### src/rtl/brq_pkg.sv
// brq_pkg: entry layout, BHT counter encodings and the mispredict rule shared by
// the branch resolve queue and its storage FIFO.
package brq_pkg;
    localparam logic [1:0] STRONG_NT = 2'b00;
    localparam logic [1:0] WEAK_NT   = 2'b01;
    localparam logic [1:0] WEAK_T    = 2'b10;
    localparam logic [1:0] STRONG_T  = 2'b11;

    typedef struct packed {
        logic [31:0] pc;
        logic        pred_taken;
        logic [31:0] pred_target;
        logic [1:0]  ctr;
    } brq_entry_t;

    localparam int ENTRY_W = $bits(brq_entry_t);

    // A taken branch is only correct if the fetch-time target also matched.
    function automatic logic mispredicted(input brq_entry_t e, input logic taken,
                                          input logic [31:0] target);
        return (taken != e.pred_taken) || (taken && (target != e.pred_target));
    endfunction
endpackage

### src/rtl/brq_fifo.sv
// brq_fifo: circular buffer of in-flight branch entries with occupancy count;
// clear empties the queue and wins over a same-cycle push or pop.
module brq_fifo
    import brq_pkg::*;
#(
    parameter int DEPTH = 4
) (
    input  logic                     clk,
    input  logic                     rst,
    input  logic                     push,
    input  logic [ENTRY_W-1:0]       wdata,
    input  logic                     pop,
    input  logic                     clear,
    output logic [ENTRY_W-1:0]       rdata,
    output logic [$clog2(DEPTH):0]   count
);
    localparam int AW = $clog2(DEPTH);

    logic [ENTRY_W-1:0] mem [DEPTH];
    logic [AW-1:0]      head;
    logic [AW-1:0]      tail;

    assign rdata = mem[head];

    always_ff @(posedge clk or negedge rst) begin
        if (!rst) begin
            head  <= '0;
            tail  <= '0;
            count <= '0;
        end else if (clear) begin
            head  <= '0;
            tail  <= '0;
            count <= '0;
        end else begin
            if (push) tail <= tail + 1'b1;
            if (pop) head <= head + 1'b1;
            count <= count + {{AW{1'b0}}, push} - {{AW{1'b0}}, pop};
        end
    end

    // Payload storage needs no reset: count gates every read.
    always_ff @(posedge clk) begin
        if (push && !clear) mem[tail] <= wdata;
    end
endmodule

### src/rtl/br_resolve_queue.sv
// br_resolve_queue: in-order queue of fetch-time branch predictions, resolved by EX;
// drives BTB update and fetch redirect/flush. Define BRQ_STATS_EN for branch/mispredict counters.
module br_resolve_queue
    import brq_pkg::*;
#(
    parameter int DEPTH = 4
) (
    input  logic                   clk,
    input  logic                   rst,
    input  logic                   enq_valid,
    output logic                   enq_ready,
    input  logic [31:0]            enq_pc,
    input  logic                   enq_pred_taken,
    input  logic [31:0]            enq_pred_target,
    input  logic [1:0]             enq_ctr,
    input  logic                   res_valid,
    input  logic                   res_taken,
    input  logic [31:0]            res_target,
    output logic                   upd_valid,
    output logic [31:0]            upd_pc,
    output logic [1:0]             upd_ctr_ret,
    output logic                   upd_mispredict,
    output logic [31:0]            upd_target,
    output logic                   flush,
    output logic [31:0]            redirect_pc,
    output logic [$clog2(DEPTH):0] count,
    output logic                   res_err
`ifdef BRQ_STATS_EN
    ,
    output logic [31:0]            stat_branches,
    output logic [31:0]            stat_mispred
`endif
);
    localparam int CW = $clog2(DEPTH) + 1;

    brq_entry_t         enq_e;
    brq_entry_t         head_e;
    logic [ENTRY_W-1:0] head_bits;
    logic               res_fire;
    logic               mis;
    logic               clear;

    assign enq_e     = '{pc: enq_pc, pred_taken: enq_pred_taken,
                         pred_target: enq_pred_target, ctr: enq_ctr};
    assign head_e    = head_bits;
    // No pop bypass; while flush is out, fetch is stale and nothing is taken in.
    assign enq_ready = (count != CW'(DEPTH)) && !flush;
    assign res_fire  = res_valid && (count != '0);
    assign mis       = mispredicted(head_e, res_taken, res_target);
    assign clear     = res_fire && mis;

    brq_fifo #(.DEPTH(DEPTH)) u_fifo (
        .clk   (clk),
        .rst   (rst),
        .push  (enq_valid && enq_ready && !clear),
        .wdata (enq_e),
        .pop   (res_fire),
        .clear (clear),
        .rdata (head_bits),
        .count (count)
    );

    always_ff @(posedge clk or negedge rst) begin
        if (!rst) begin
            upd_valid      <= 1'b0;
            upd_pc         <= '0;
            upd_ctr_ret    <= '0;
            upd_mispredict <= 1'b0;
            upd_target     <= '0;
            flush          <= 1'b0;
            redirect_pc    <= '0;
            res_err        <= 1'b0;
        end else begin
            upd_valid <= res_fire;
            flush     <= clear;
            if (res_valid && count == '0) res_err <= 1'b1;
            if (res_fire) begin
                upd_pc         <= head_e.pc;
                upd_ctr_ret    <= head_e.ctr;
                upd_mispredict <= mis;
                upd_target     <= res_target;
                redirect_pc    <= res_taken ? res_target : head_e.pc + 32'd4;
            end
        end
    end

`ifdef BRQ_STATS_EN
    always_ff @(posedge clk or negedge rst) begin
        if (!rst) begin
            stat_branches <= '0;
            stat_mispred  <= '0;
        end else begin
            if (upd_valid) stat_branches <= stat_branches + 32'd1;
            if (upd_valid && upd_mispredict) stat_mispred <= stat_mispred + 32'd1;
        end
    end
`endif
endmodule

### config.mk
export PLATFORM = sky130hd
export DESIGN_NAME = br_resolve_queue
export DESIGN_NICKNAME = d
export VERILOG_FILES = /design/src/rtl/brq_pkg.sv /design/src/rtl/brq_fifo.sv /design/src/rtl/br_resolve_queue.sv
export SDC_FILE = /design/constraint.sdc
export NUM_CORES = 1
export LEC_CHECK = 0
export CAP_MARGIN = 20
export CORE_ASPECT_RATIO = 0.8
export CORE_MARGIN = 3
export CORE_UTILIZATION = 48
export CTS_CLUSTER_DIAMETER = 120
export DETAILED_ROUTE_END_ITERATION = 8
export GPL_TIMING_DRIVEN = 1
export HOLD_SLACK_MARGIN = 0.1
export PLACE_DENSITY = 0.86
export SYNTH_ARGS = -nofsm -noshare
export SYNTH_HDL_FRONTEND = slang
export SYNTH_HIERARCHICAL = 1
export SYNTH_SLANG_ARGS = --single-unit
### constraint.sdc
create_clock -name clk -period 4.5 [get_ports clk]
set_clock_uncertainty 0.05 [all_clocks]
set_input_delay 1.125 -clock clk [delete_from_list [all_inputs] [get_ports clk]]
set_output_delay 1.125 -clock clk [all_outputs]
set_load 0.05 [all_outputs]
==> metrics.csv, run 1 <==
metric;value;unit
crit_path_end;u_fifo/mem[2][49];
layout_common_cells;edfxtp_1, nand2_1, clkdlybuf4s50_1;
max_freq;233;MHz
rr_worst_depth;11;
grt_usage;23.6;%
drc;0;
grt_pass1_vias;9529;
netlist_area;15200;um^2
gp_congestion;0.860;
ios;210;
rsz0062_at_grt;false;
grt_busiest_layer;met2;
drtIter0Drc;1138;
fin_setup_tns;0;ns
tightest_slew;0.915;ns
final_area;19200;um^2
synth_area_leaders;edfxtp_1, dfrtp_1, mux4_2;
synth-seq-cells;377;
post_cts_buffers;0;
hp-start;res_err;
use_met3;4.96;%
use_met1;33.9;%
fp.coreArea;30800;um^2
synth_edf_count;268;
wire_per_inst;24.0;um
clkPwrFrac;23.0;%
fin_crit;4.29;ns
powerDensity;710;nW/um^2
max-cap-violations;0;
switching_share;39.4;%
via_per_inst;5.68;
start_util;49.4;%
cts_buffers;38;
row_count;57;
ctsResizeCount;0;
port-buffer-count;209;
clkTransAtPathRegs;0.06;ns
r2r_end;u_fifo/mem[2][49];
hold_ws;0.412;ns
postCtsHoldBufs;0;
final_util;62.4;%
endpoint_kind;register;
async_reset_ff_share;28.9;%
grt_overflow;0;
worstPathArrival;4.47;ns
yosysSeqAreaShare;70.8;%
status;finished, final reports clean;
leakagePower;7.06;nW
synthDistinctLibCells;47;
regToRegSetupSlack;0.21;ns
critPathMaxStageDelay;0.76;ns
dieArea;33900;um^2
tritoncts;built;
drtPass1Iterations;5;
hold_class;reg2reg;
worstPathRequired;4.68;ns
cts-root-buf;clkbuf_16;
p_switching;5.37;mW
antenna_found_initial;3;
cts_buffer_depth;3;
critical_path_class;reg2reg;
p_int;8.28;mW
setup-violations-final;0;
synth.avg_cell_area;15.9;um^2
grtUsageMet2;37.4;%
grt_max_degree;73;
grt_first_pass_wirelength;59200;um
yosysTopAreaCell;edfxtp_1;
antenna_left;0;
vias;9361;
maxSlewHeadroom;39.0;%
hold_viol;0;
cts.sink_count;377;
min_period_over_period;95.4;%
setup.worst_path.start;u_fifo/head[1];
synthCells;959;
dp_hpwl;27500;um
dpl_cell_area;18000;um^2
wirelength;39600;um
cp-start-kind;register;
layout_commonest_cell;edfxtp_1;
die_y;165;um
final_nets;1318;
die_x;205;um
path_cells;buf_4, mux4_2, xnor2_1, nand4_1, nor3_1, and3_1, a21o_1, buf_4, nor2b_1, and2_4, buf_4;
seq_power_share;35.9;%
clock_latency;0.53;ns
syn_to_final_growth;26.5;%
slowest_stage;dfrtp_2;
r2r_start;u_fifo/head[1];
synth_nets;1071;
yosysWarnings;6;
cp_common_cell;buf_4;
htreeDepth;2;
power.share.combinational;41.1;%
final_layout_size_suffix_gt1_share;15.6;%
synth_top_area_share;52.9;%
ys.flop_type;edfxtp_1;
worstPathMaxFanout;22;
vdd_ir_drop_max;0.569;mV
slew_viol_final;0;
-- worst min path at each step --
stage	end	slack, ns	cells after the start
detailed placement	res_err	0.40	1
floorplan	u_fifo/tail[1]	0.49	2
global route	res_err	0.44	1
global placement	res_err	0.39	1
finish	res_err	0.41	1
CTS	res_err	0.41	1
-- final cells by class --
cell class | instances | area [um^2]
Clock buffer | 51 | 1070
Timing Repair Buffer | 251 | 2550
Clock inverter | 18 | 174
Tap cell | 413 | 517
Fill cell | 2218 | 11600
Antenna cell | 1 | 2.50
Multi-Input combinational cell | 530 | 4110
Sequential cell | 377 | 10800
Inverter | 8 | 31.3
-- metrics by stage --
| step | setup WS, ns | power [mW] | cells |
|---|---|---|---|
| global route | 0.177 | 14.2 | 1648 |
| CTS | 0.302 | 13.7 | 1648 |
| finish | 0.209 | 13.7 | 1649 |
| detailed placement | -0.0358 | 10.6 | 1579 |
| floorplan | 0.685 | 8.63 | 959 |
| global placement | 0.0289 | 10.4 | 1579 |
-- logic make-up after synthesis --
kind of cell | after synthesis | share of synthesized area [%]
XOR/XNOR | 60 | 3.55
adder cells (fa/ha/maj) | 8 | 0.707
buffers and inverters | 52 | 2.28
AND/OR/NAND/NOR | 320 | 9.26
flip-flops | 377 | 70.8
AO/OA/AOI/OAI | 65 | 2.77
multiplexers | 77 | 10.6
-- power groups by stage --
stage          clock [mW]  sequential (mW)  combinational (mW)
2_1_floorplan           0             6.44                2.19
3_3_place_gp            0             4.92                5.51
3_5_place_dp            0             4.95                5.61
4_1_cts              3.18             4.90                5.65
5_1_grt              3.32             4.97                5.91
6_report             3.14             4.90                5.61
-- registers in the layout, indices dropped and copies added (netlist names) --
name / cells
upd_valid: 1
upd_mispredict: 1
u_fifo/head: 2
u_fifo/mem: 268
upd_pc: 32
flush: 1
redirect_pc: 32
upd_target: 32
u_fifo/tail: 2
u_fifo/count: 3
res_err: 1
upd_ctr_ret: 2
-- layer usage --
layer / up-vias / wire [um]
met5: - / 31
met1: 4756 / 16200
met3: 62 / 3670
met2: 499 / 18900
li1: 4040 / -
met4: 4 / 838
-- Yosys cell counts, types with 2 or more instances --
cell type	count
buf_6	3
buf_12	7
o21ai_0	2
and3_1	9
nor2_1	28
and2_1	5
dfrtp_1	109
nand3b_1	2
mux2i_1	9
o22ai_1	5
buf_2	12
nor2_4	2
inv_1	7
nand2_1	219
nand3_2	2
mux4_2	67
ha_1	7
edfxtp_1	268
o21ai_1	19
nor4_1	8
nor2b_1	2
xor2_1	37
nand3_1	19
buf_1	3
xnor2_1	22
a21o_1	2
nor3_1	7
o22ai_2	7
clkbuf_1	19
nand4_1	11
a21oi_1	24
-- worst max-delay path: cells and delay by family, from the launching register on --
kind	cells	cell delay, ns
compound gates	1	0.15
xor+xnor	1	0.35
buf+inv	3	0.66
flops	1	0.76
mux	1	0.31
simple gates	5	1.67
(Power assumes the default switching activity.)
==> run 2: changes to the inputs <==
- DONT_BUFFER_PORTS: unset -> 1
- PLACE_DENSITY: 0.86 -> 0.77
==> run 2 against run 1 <==
  * Combinational power down 53%
  * Via count down 12%
  * Sequential share of layout area up 7.5 points
  * Critical path type unchanged
  * Setup slack better by 0.10 ns
  * Utilization down 7.3 points
  * Die area unchanged
  * Wire length down 8.1%
  * Flip-flop and latch count unchanged
  * Critical endpoint is now u_fifo/count[2]
  * Register-to-register slack better by 0.10 ns
  * Largest cell class unchanged
  * Critical path depth up 4
  * Maximum frequency up 2.5%
==> metrics.csv, run 2 (synthesis results as in run 1) <==
metric;value;unit;change
tightest_slew;1.17;ns;+0.259 ns
rsz0062_at_grt;false;;
regToRegSetupSlack;0.31;ns;+0.10 ns
vdd_ir_drop_max;0.433;mV;-24%
maxSlewHeadroom;21.7;%;-17 points
final_layout_size_suffix_gt1_share;16.9;%;+1.3 points
grt_usage;21.6;%;-2.0 points
fin_crit;4.19;ns;-0.103 ns
hold_ws;0.241;ns;-0.170 ns
cts_buffers;38;;unchanged
gp_congestion;0.791;;-8.0%
r2r_start;u_fifo/head[0];;
p_total;12.5;mW;-8.7%
critical_path_class;reg2reg;;
layout_common_cells;edfxtp_1, nand2_1, dfrtp_1;;
antenna_cells;0;;-1
min_period_over_period;93.1;%;-2.3 points
drc;0;;unchanged
clock_latency;0.54;ns;about the same
final_nets;1087;;-18%
drtIter0Drc;751;;-34%
antenna_found_initial;2;;-1
port-buffer-count;0;;-100%
grt_first_pass_wirelength;53500;um;-9.6%
endpoint_kind;register;;
syn_to_final_growth;11.6;%;
via_per_inst;5.81;;+2.3%
wirelength;36400;um;-8.1%
worstPathArrival;4.52;ns;+0.05 ns
ios;210;;unchanged
r2r_end;u_fifo/count[2];;
clkTransAtPathRegs;0.07;ns;about the same
die_x;205;um;unchanged
wire_per_inst;25.7;um;+7.0%
die_y;165;um;unchanged
num-fill-cells;2398;;+8.1%
largest-register;u_fifo/mem;;
leakagePower;6.15;nW;-13%
tritoncts;built;;
grt_max_degree;110;;+51%
fin_setup_tns;0;ns;unchanged
start_util;49.4;%;unchanged
max-cap-violations;0;;unchanged
fp.coreArea;30800;um^2;unchanged
slew_viol_final;0;;unchanged
ctsResizeCount;0;;unchanged
final_util;55.1;%;-7.3 points
grt_overflow;0;;unchanged
cts-root-buf;clkbuf_16;;
hold_viol;0;;unchanged
antenna_left;0;;unchanged
cts.sink_count;377;;unchanged
drtPass1Iterations;5;;unchanged
vias;8230;;-12%
cp-start-kind;register;;
powerDensity;735;nW/um^2;+3.5%
multi_input_area;4110;um^2;unchanged
worstPathMaxFanout;18;;-18%
largest_reg_flops;268;;unchanged
final-seq-area;10800;um^2;unchanged
layout_commonest_cell;edfxtp_1;;
max_freq;239;MHz;+2.5%
dieArea;33900;um^2;unchanged
cts_buffer_depth;3;;unchanged
grt_pass1_vias;8267;;-13%
setup-violations-final;0;;unchanged
post_cts_buffers;0;;unchanged
hold_class;in2async;;
worstPathRequired;4.83;ns;+0.15 ns
status;finished, final reports clean;;
postCtsHoldBufs;0;;unchanged
htreeDepth;2;;unchanged
dp_hpwl;24900;um;-9.5%
row_count;57;;unchanged
rr_worst_depth;15;;+4
run 2: worst max-delay path, cell delays in order, from the launching register on:
cell and delay [ns]:
dfrtp_4 0.67, buf_4 0.35, mux4_2 0.54, xnor2_1 0.15, nand4_1 0.18, nor3_1 0.45, and3_1 0.24, a21o_1 0.19
inv_1 0.07, ha_1 0.28, inv_1 0.06, ha_1 0.14, inv_1 0.06, fa_1 0.37, xnor3_1 0.20, nor2_1 0.04
run 2: cell type report:
| class | instances | share of cell area [%] |
|---|---|---|
| Timing Repair Buffer | 20 | 1.47 |
| Tap cell | 413 | 3.04 |
| Sequential cell | 377 | 63.5 |
| Clock buffer | 54 | 6.43 |
| Inverter | 8 | 0.184 |
| Multi-Input combinational cell | 530 | 24.2 |
| Clock inverter | 15 | 1.15 |
run 2: worst max path at each step:
| stage | from | end | slack [ns] | depth (start not counted) |
|---|---|---|---|---|
| 2_1_floorplan | u_fifo/head[0] | u_fifo/mem[0][0] | 0.69 | 10 |
| 3_3_place_gp | u_fifo/head[0] | u_fifo/count[2] | 0.39 | 15 |
| 3_5_place_dp | u_fifo/head[0] | u_fifo/count[2] | 0.35 | 15 |
| 4_1_cts | u_fifo/head[0] | u_fifo/count[2] | 0.32 | 15 |
| 5_1_grt | u_fifo/head[0] | u_fifo/count[2] | 0.02 | 15 |
| 6_report | u_fifo/head[0] | u_fifo/count[2] | 0.31 | 15 |
run 2: per-layer routing:
metal	part of all wire, %	GRT usage (%)
met1	41	30.1
met2	46	32.6
met3	12	8.23
met4	1.4	5.00
met5	0.047	0
run 2: where the power goes:
part | switching (mW) | internal, mW | leakage [nW]
Combinational | 1.53 | 1.11 | 1.77
Sequential | 2.16 | 4.44 | 3.75
Clock | 1.29 | 1.93 | 0.635
Total | 4.99 | 7.48 | 6.15
run 2: stage by stage:
stage | instance area, um^2 | setup WS [ns] | instances
3_3_place_gp | 15700 | 0.389 | 1348
2_1_floorplan | 15200 | 0.685 | 959
4_1_cts | 17000 | 0.320 | 1417
3_5_place_dp | 15700 | 0.351 | 1348
6_report | 17000 | 0.313 | 1417
5_1_grt | 17000 | 0.0181 | 1417
